File: src/rtl/write_buffer.sv
// write_buffer: write-through buffer between the data cache and data memory.
// Absorbs store write-throughs into a small in-order FIFO, drains them one at
// a time through the memory write handshake, coalesces repeated stores to the
// same word, and arbitrates the memory port against cache read misses. A read
// miss is held back while any buffered write targets the same cache line.
//
// Ports:
//   Clk, Rst          clock, synchronous active-high reset
//   wr_valid/addr/data  write-through request from the cache
//   wr_ready          write accepted this cycle (stall M when low)
//   rd_miss/rd_addr   pending read miss (held until rd_done)
//   rd_done           memory ReadReady for the current miss
//   rd_go             read miss may use the memory port
//   mem_write/addr/data  write request to memory (zeroed when idle)
//   mem_write_ready   memory write complete
//   empty, count      occupancy status
module write_buffer #(
  parameter int DEPTH    = 4,
  parameter int ADDR_W   = 32,
  parameter int DATA_W   = 32,
  parameter int LINE_OFF = 4,
  localparam int PTR_W   = $clog2(DEPTH),
  localparam int CNT_W   = PTR_W + 1
) (
  input  logic              Clk,
  input  logic              Rst,
  input  logic              wr_valid,
  input  logic [ADDR_W-1:0] wr_addr,
  input  logic [DATA_W-1:0] wr_data,
  output logic              wr_ready,
  input  logic              rd_miss,
  input  logic [ADDR_W-1:0] rd_addr,
  input  logic              rd_done,
  output logic              rd_go,
  output logic              mem_write,
  output logic [ADDR_W-1:0] mem_addr,
  output logic [DATA_W-1:0] mem_data,
  input  logic              mem_write_ready,
  output logic              empty,
  output logic [CNT_W-1:0]  count
);

  typedef enum logic {IDLE, WAIT} state_t;
  state_t state, stateNxt;

  logic [ADDR_W-1:0] entAddr [DEPTH];
  logic [DATA_W-1:0] entData [DEPTH];
  logic [DEPTH-1:0]  entVld;
  logic [PTR_W-1:0]  head, tail;
  logic [CNT_W-1:0]  cnt;

  logic [DEPTH-1:0]  hitVec, lineVec;
  logic [PTR_W-1:0]  hitIdx;
  logic              coalHit, rdConflict, isFull, push, pushNew, pop;

  // rd_done is implied by rd_miss falling; the buffer never needs it directly.
  logic unusedRdDone;
  assign unusedRdDone = rd_done;

  // Per-entry compare: word match for coalescing (the entry currently being
  // written to memory must not change under the handshake), line match for
  // read-after-write hazard detection (includes the in-flight head).
  for (genvar i = 0; i < DEPTH; i++) begin : g_cmp
    assign hitVec[i]  = entVld[i] && (entAddr[i][ADDR_W-1:2] == wr_addr[ADDR_W-1:2])
                        && !(state == WAIT && head == PTR_W'(i));
    assign lineVec[i] = entVld[i] &&
                        (entAddr[i][ADDR_W-1:LINE_OFF] == rd_addr[ADDR_W-1:LINE_OFF]);
  end

  // At most one non-in-flight entry can hold a given word, so any priority works.
  always_comb begin
    hitIdx = '0;
    for (int i = DEPTH - 1; i >= 0; i--)
      if (hitVec[i]) hitIdx = PTR_W'(i);
  end

  assign coalHit    = |hitVec;
  assign rdConflict = rd_miss && (|lineVec);
  assign isFull     = (cnt == CNT_W'(DEPTH));
  assign empty      = (cnt == '0);
  assign count      = cnt;

  // Writes are refused during a read miss so no new line conflict can appear
  // once rd_go has been granted.
  assign wr_ready = !rd_miss && (!isFull || coalHit);
  assign push     = wr_valid && wr_ready;
  assign pushNew  = push && !coalHit;

  assign rd_go = (state == IDLE) && rd_miss && !rdConflict;

  always_comb begin
    stateNxt  = state;
    mem_write = 1'b0;
    pop       = 1'b0;
    case (state)
      IDLE: if (!empty && (!rd_miss || rdConflict)) stateNxt = WAIT;
      WAIT: begin
        mem_write = 1'b1;
        if (mem_write_ready) begin
          pop      = 1'b1;
          stateNxt = IDLE;
        end
      end
      default: stateNxt = IDLE;
    endcase
  end

  assign mem_addr = mem_write ? entAddr[head] : '0;
  assign mem_data = mem_write ? entData[head] : '0;

  always_ff @(posedge Clk) begin
    if (Rst) begin
      state  <= IDLE;
      entVld <= '0;
      head   <= '0;
      tail   <= '0;
      cnt    <= '0;
    end else begin
      state <= stateNxt;
      if (push && coalHit) entData[hitIdx] <= wr_data;
      // tail==head only when empty or full; full never takes a new entry and
      // empty never pops, so these two updates never collide.
      if (pushNew) begin
        entAddr[tail] <= wr_addr;
        entData[tail] <= wr_data;
        entVld[tail]  <= 1'b1;
        tail          <= tail + 1'b1;
      end
      if (pop) begin
        entVld[head] <= 1'b0;
        head         <= head + 1'b1;
      end
      cnt <= cnt + CNT_W'(pushNew) - CNT_W'(pop);
    end
  end

endmodule

File: config.mk
export PLATFORM = sky130hd
export DESIGN_NAME = write_buffer
export DESIGN_NICKNAME = d
export VERILOG_FILES = /design/src/rtl/write_buffer.sv
export SDC_FILE = /design/constraint.sdc
export NUM_CORES = 1
export LEC_CHECK = 0
export ABC_CLOCK_PERIOD_IN_PS = 6900
export CAP_MARGIN = 20
export CORE_ASPECT_RATIO = 1.4
export CORE_MARGIN = 2
export CORE_UTILIZATION = 50
export CTS_CLUSTER_SIZE = 16
export DETAILED_ROUTE_END_ITERATION = 10
export PLACE_DENSITY = 0.74
export SYNTH_ARGS = -nofsm -noshare
export SYNTH_HDL_FRONTEND = slang
export SYNTH_SLANG_ARGS = --single-unit
File: constraint.sdc
create_clock -name Clk -period 6.9 [get_ports Clk]
set_input_delay 1.38 -clock Clk [delete_from_list [all_inputs] [get_ports Clk]]
set_output_delay 1.38 -clock Clk [all_outputs]
set_load 0.05 [all_outputs]
== After elaboration in Yosys (flattened, before gate mapping) ==
Memory sizes are Yosys's and may differ from the RTL's. A register that Yosys moved wholly into a read port is not among the register bits.
Cells that the tools add are included.
Widths: inputs -> output; s select.
Word-level totals
  bits in registers: 12
  bits in writable memories: 256
  word-level logic and storage cells: 105
  memories kept: 2
  output and inout port bits: 71
  input bits: 102
Memory list
  entAddr: words 4, width 32, read ports 5, clocked after memory_dff 1, wr ports 1, line 46  | logic [ADDR_W-1:0] entAddr [DEPTH];
  entData: words 4, width 32, read ports 1, clocked after memory_dff 1, wr ports 1, line 47  | logic [DATA_W-1:0] entData [DEPTH];
Cells by class
  reduce and logical (&&, ||, !) cells: 42
  equal/unequal tests: 12
  bitwise operators: 4
  muxes and demuxes: 32
  add/subtract/negate cells: 4
  $lt $le $gt $ge: 4
Operator list (number)
  $eq 30x30->1: 4
  $eq 28x28->1: 4
  $mux 32: 3
  $reduce_or 32->1: 1
  $logic_and 1x1->1: 26
  $mux 2: 9
  $mux 1: 14
  $mux 4: 3
  $logic_not 1->1: 9
  $reduce_or 4->1: 2
  $lt 2x3->1 const B: 2
  $add 2x1->2 const B: 2
  $and 4x4->4: 1
  $demux 1 s2: 2
  $eq 2x2->1 const B: 2
  $ge 2x1->1 const B: 2
  $not 4->4: 1
  $or 4x4->4: 1
  $add 3x1->3: 1
  $eq 3x3->1 const B: 1
  $logic_not 3->1: 1
  $sub 3x1->3: 1
  $eq 2x1->1 const B: 1
  $logic_not 2->1: 1
  other kinds (3): 4

== Depth between registers and ports, before layout ==
Gate-level depths: netlist (run 1).
  word-level depth: 14
  depth in mapped cells: 16
  mapped depth without buffers: 15

== Least setup slack after synthesis (run 1) ==
No wires, ideal clock.
  path kind: in2reg
  start: in wr_addr[3]
  end: mem entData[2][0], enable pin
  slack: 1.253 ns
  stages on the path: 7
  buffers on the path: 0
  arrival time: 5.179 ns
  library setup time: 0.468 ns
  data required time: 6.432 ns
  path through: xor2_1 -> nor4_1 -> nand4_1 -> or4_4 -> nand4_4 -> o21ai_0 -> nor3b_1
On the way
  cells in the longest elaborated chain, start to end: 13
  elaborated cells between the ends (all ways): 32
  those cells by class: eq/ne: 4; mux: 12; reduce/logical: 16
Ends and longest elaborated chain
  start: declaration: line 28  | input logic [ADDR_W-1:0] wr_addr,
  $eq 30x30->1: line 64  | assign hitVec[i] = entVld[i] && (entAddr[i][ADDR_W-1:2] == wr_addr[ADDR_W-1:2])
  $logic_and 1x1->1: line 64
  $logic_and 1x1->1: line 65  | && !(state == WAIT && head == PTR_W'(i));
  $reduce_or 4->1: line 77  | assign coalHit = |hitVec;
  $logic_or 1x1->1: line 85  | assign wr_ready = !rd_miss && (!isFull || coalHit);
  $logic_and 1x1->1: line 85
  $logic_and 1x1->1: line 86  | assign push = wr_valid && wr_ready;
  $logic_and 1x1->1: line 87  | assign pushNew = push && !coalHit;
  $mux 1: line 123  | if (pushNew) begin
  $mux 1: line 112  | if (Rst) begin
  $mux 1 (implied by the code): line 125  | entData[tail] <= wr_data;
  $reduce_or 32->1 (no line)
  $mux 2 (no line) or $mux 1 (tied branches)
  end: declaration: line 47
Several ways; a longest one is shown, not always the timed one.

== Final worst setup path (run 1) ==
  start: in wr_addr[22]
  end: out wr_ready
On the way
  cells in the longest elaborated chain, start to end: 6
  elaborated cells between the ends (all ways): 15
  those cells by class: eq/ne: 4; reduce/logical: 11
Ends and longest elaborated chain
  $eq 30x30->1: line 64
  $logic_and 1x1->1: line 64
  $logic_and 1x1->1: line 65
  $reduce_or 4->1 *: line 77
  $logic_or 1x1->1 *: line 85
  $logic_and 1x1->1 *: line 85
  end: declaration: line 30  | output logic wr_ready,
Every way passes the cells marked *; elsewhere a longest branch is shown, timed or not.

==> results of run 1 <==
## how the worst max path moves through the flow
stage	from	endpoint	slack, ps	cells after the start
after floorplan	wr_addr[3]	entData[2][0]	1250	7
after global placement	wr_addr[12]	wr_ready	790	9
after detailed placement	wr_addr[22]	wr_ready	790	9
after CTS	wr_addr[22]	wr_ready	780	9
after global routing	wr_addr[6]	wr_ready	710	9
final	wr_addr[22]	wr_ready	770	9
## flip-flops by register name, summed over array words and instances (netlist names), named ones only
register,flops
count,3
head,2
tail,2
state,1
entAddr,128
entData,128
entVld,4
## cells in the final DEF, fill, tap and decap left out, drive strengths merged, types with 3 or more instances in the layout
| master | n |
|---|---|
| a21oi | 9 |
| buf | 11 |
| nor4 | 39 |
| nor3 | 19 |
| nor3b | 3 |
| dfxtp | 14 |
| or4 | 4 |
| nor2 | 12 |
| mux4 | 64 |
| clkinv | 13 |
| edfxtp | 256 |
| o21ai | 3 |
| nand3 | 5 |
| xor2 | 181 |
| o21a | 4 |
| inv | 15 |
| nand4 | 25 |
| and2 | 65 |
| clkdlybuf4s50 | 167 |
| clkbuf | 34 |
| xnor2 | 54 |
| ha | 10 |
| nand2 | 6 |
## metrics by stage
stage / setup WS [ps] / power [mW] / utilization / instances
floorplan: 1250 / 2.45 / - / 825
global placement: 786 / 2.79 / 0.592 / 1295
detailed placement: 793 / 2.80 / 0.592 / 1295
CTS: 777 / 4.18 / 0.625 / 1345
global route: 707 / 4.27 / 0.625 / 1345
finish: 769 / 4.14 / 0.625 / 1345
## area by class of cell
class / instances / share of cell area
Clock buffer: 34 / 0.0472
Clock inverter: 16 / 0.00580
Inverter: 13 / 0.00306
Multi-Input combinational cell: 515 / 0.310
Sequential cell: 270 / 0.500
Tap cell: 319 / 0.0250
Timing Repair Buffer: 178 / 0.110
## metal layers
layer | part of all wire | global-route usage | up-vias
met1 | 0.38 | 0.325 | 3976
met4 | 0.044 | 0.0996 | 0
met2 | 0.51 | 0.431 | 313
met3 | 0.066 | 0.0356 | 68
met5 | 0 | 0 | -
li1 | - | - | 3479
## Yosys cell counts
cell type / instances / share of area
nor3_1: 19 / 0.0073
a21oi_1: 9 / 0.0035
xnor2_1: 54 / 0.036
buf_6: 1 / 0.00086
a21boi_0: 1 / 0.00058
buf_2: 1 / 0.00038
mux2_4: 1 / 0.0012
clkbuf_1: 17 / 0.0049
dfxtp_1: 14 / 0.022
nor2_1: 12 / 0.0035
xor2_1: 181 / 0.12
o21a_1: 4 / 0.0023
nand3b_1: 1 / 0.00058
o22ai_1: 1 / 0.00048
nor3b_1: 3 / 0.0017
o21ai_0: 2 / 0.00077
buf_1: 8 / 0.0023
nand3_1: 5 / 0.0019
edfxtp_1: 256 / 0.59
fa_1: 1 / 0.0015
o21ai_2: 1 / 0.00067
and2_1: 65 / 0.031
nand4_4: 1 / 0.0016
o311ai_0: 1 / 0.00067
or3_2: 1 / 0.00058
or2_1: 1 / 0.00048
nand4_1: 24 / 0.012
mux2i_1: 1 / 0.00077
nor2b_1: 1 / 0.00048
nor4_1: 39 / 0.019
inv_1: 13 / 0.0037
ha_1: 10 / 0.0096
or4_4: 4 / 0.0035
nand2_1: 6 / 0.0017
mux4_2: 64 / 0.11
a2111oi_0: 1 / 0.00067
and3b_1: 1 / 0.00067
## power by group
group | switching (mW) | total, mW | internal [mW]
registers | 0.0601 | 1.90 | 1.84
clock network | 0.613 | 1.39 | 0.775
logic | 0.516 | 0.856 | 0.340
## cell families after synthesis
logic type                 after synthesis
xor gates and xnor gates               235
muxes                                   66
AOI/OAI and AO/OA                       20
buffers and inverters                   40
DFF                                    270
and+or+nand+nor                        183
adders and majority gates               11
## critical path, stage by stage
cell and delay, ps:
clkdlybuf4s50_1 590, xor2_1 240, nor4_1 650, nand4_1 180
or4_4 590, nand4_4 160, nor2_1 50, nor2_1 80
clkdlybuf4s50_1 810
==> metrics, run 1 <==
gr usage total 0.251; number of H-tree levels 1; register area share after synthesis 0.611; I/O Buffers 167; RSZ-0062 raised after global routing no; xor/xnor share of the synthesized area 0.158; Peak supply drop 0.245 mV; global-route wire length before repair 51.2 mm; GPL Wtd Cong 0.954; Clock Latency Late Sink 530 ps; critical path class input pin to output port; final slew viol count 0; core area 0.0256 mm^2; FF-to-FF Start entAddr[1][6]; row count 69; crit path time final 6130 ps; Pleak 5.21 nW; Slew @ Worst Pin 1110 ps; Yosys reg bits 270; Adder-Cell Fraction of Synth Area 0.0111; Mapped Cells 825; Hold Path End tail[1]; Starting DRT DRC Count 699; worst hold path depth 2; Cell Area, Synth 0.0130 mm^2; CTS Hold Bufs 0; CTS resizes 0; Final setup viols 0; Hold Crit Class flop to flop; synthesized area per cell 15.8 um^2; Reg area 0.00798 mm^2; syn_nets 938; flop2flop setup slack 2970 ps; vias in the first global route 8167; Num CTS Buffers 27; chip height 195 um; hold wc startpoint tail[1]; largest net degree at the start of global routing 65; largest family of logic cells by synthesized area XOR/XNOR gates; Slew headroom 0.262; Final Hold Fails 0; 1st-pass router iterations 4; die area 0.0274 mm^2; hpwl dp 24.2 mm; Setup TNS Final 0 ps; max cap viols 0; vias after detailed routing 7836; clk sinks 270; synth warn 0; initial antenna violation count 0; ant diodes 0; drc violations 0; final hold slack 528 ps; placed cell area 0.0151 mm^2; footprint of the multi-input gates 0.00494 mm^2; Synth Area in Compound Gates 0.00960; CP Launch Type input pin; total grt overflow 0; Max Clock Freq 163 MHz; r2r endpoint count[2]; Clock transition at path regs 60 ps; simple logic cell fraction of the synthesized area 0.0854; Routed Antenna Nets 0; CTS Buffer Depth 3; Final Skew 9.40 ps; Worst Path Required 5520 ps; layout cells sized above 1 0.132; cell area after layout 0.0160 mm^2; root buffer cell clkbuf_16; CTS tree built; Final nets 1118; Initial Util 0.510; pwr/cell area 259 mW/mm^2; R2R depth 14; # IOs 173; Setup Buffers After CTS 0; via-per-instance ratio 5.83; Filler Cell Count 1972; final wirelength 34.2 mm; status completed; crit path DAT 4750 ps; mux share of post-synthesis cell area 0.112; post-synthesis cell type count 37; die extent in x 140 um; area grow syn2layout 22.5%; Crit Path Max Fanout 9; WL per Instance 25.4 um; Worst setup EP type output port; Tcrit/Tclk final 0.889
Power figures use the tool's default switching activity.
==> run 2: changes to the inputs <==
Settings changed: GPL_ROUTABILITY_DRIVEN set to 0.
==> run 2 against run 1 <==
Compared with the run above:
- die area unchanged
- clock-buffer cell count down 2
- clock skew is 8.8 ps higher
- combinational power about the same
- critical path type unchanged
- flip-flop and latch count did not move
- clock power rose by 5%
==> metrics, run 2 (same netlist as run 1, synthesis figures left out) <==
final wirelength 33.6 mm; Max Clock Freq 164 MHz; die extent in x 140 um; ant diodes 0; chip height 195 um; Slew headroom 0.480; crit path DAT 4710 ps; layout cells sized above 1 0.127; # IOs 173; final core occ 0.626; Worst setup EP type output port; Final Hold Fails 0; crit path time final 6090 ps; clk sinks 270; Power Total 4.22 mW; Pleak 5.21 nW; vias after detailed routing 7754; Setup Buffers After CTS 0; biggest regs entAddr (128), entData (128), entVld (4); Slowest-stage cell, CP clkdlybuf4s50_1; Reg area 0.00798 mm^2; Worst Path Required 5520 ps; number of H-tree levels 1; Peak supply drop 0.224 mV; Clock Latency Late Sink 540 ps; CP Launch Type input pin; setup ws final 812 ps; initial antenna violation count 0; drc violations 0; Clock transition at path regs 60 ps; root buffer cell clkbuf_16; crit-path cells clkdlybuf4s50_1, xor2_1, nor4_1, nand4_1, or4_4, nand4_4, nor2_1, nor2_1, clkdlybuf4s50_1; footprint of the multi-input gates 0.00494 mm^2; row count 69; max cap viols 0; Hold Crit Class flop to flop; WL per Instance 25.0 um; I/O Buffers 167; via-per-instance ratio 5.77; 1st-pass router iterations 5; Final setup viols 0; Num CTS Buffers 27; Slew @ Worst Pin 772 ps; Worst Path Buf+Inv 2; pwr/cell area 263 mW/mm^2; Final Non-Filler Cells 1345; vias in the first global route 8099; cell area after layout 0.0160 mm^2; total grt overflow 0; CP top delay family simple AND/OR/NAND/NOR gates; die area 0.0274 mm^2; final slew viol count 0; CTS Buffer Depth 3; RSZ-0062 raised after global routing no; most common cell after layout, fill and taps aside edfxtp_1; status completed; Initial Util 0.510; largest net degree at the start of global routing 41; Starting DRT DRC Count 634; Final nets 1119; Setup TNS Final 0 ps; Crit Path Max Fanout 9; Filler Cell Count 1915; Final Skew 18.2 ps; CP max stage delay 810 ps; critical path class input pin to output port; most frequent cells in the layout edfxtp_1, xor2_1, clkdlybuf4s50_1; Routed Antenna Nets 0; Tcrit/Tclk final 0.882; CTS Hold Bufs 0; Place WS 831 ps; gr usage total 0.243; CTS resizes 0; core area 0.0256 mm^2; area grow syn2layout 22.8%; final hold slack 539 ps; hpwl dp 24.0 mm; global-route wire length before repair 49.4 mm; CTS tree built; # placed instances 1296; placed cell area 0.0151 mm^2
run 2: path summary, 6_finish.rpt:
path	from	end	slack, ps	depth (start not counted)
min reg2reg	tail[1]	tail[1]	540	2
min	tail[1]	tail[1]	540	2
max	wr_addr[6]	wr_ready	810	9
max reg2reg	entAddr[1][22]	count[2]	3000	14
run 2: power by group:
group | internal [mW] | switching (mW)
clock network | 0.864 | 0.600
logic | 0.340 | 0.516
registers | 1.84 | 0.0580
run 2: metal layers:
| metal | vias up | routed length (um) | track usage |
|---|---|---|---|
| li1 | 3475 | - | - |
| met1 | 3852 | 12400 | 0.300 |
| met2 | 341 | 17000 | 0.420 |
| met3 | 86 | 2470 | 0.0456 |
| met4 | 0 | 1700 | 0.108 |
| met5 | - | 0 | 0 |
run 2: final cells by class:
| cell class | instances | area share |
|---|---|---|
| inverter | 13 | 0.00305 |
| tap | 319 | 0.0249 |
| sequential | 270 | 0.498 |
| clock buffer | 32 | 0.0434 |
| clock inverter | 17 | 0.0115 |
| timing repair buffer | 179 | 0.110 |
| multi-input combinational | 515 | 0.309 |
run 2: tightest hold or removal path: stages (launching register included):
cell and delay, ps:
dfxtp_1 340, o21ai_0 90, a21oi_1 70
==> run 3: changes to the inputs <==
Settings changed: GPL_TIMING_DRIVEN set to 1.
==> results of run 3 <==
Same layout as run 2: the final DEF is identical, and so are final timing and power.
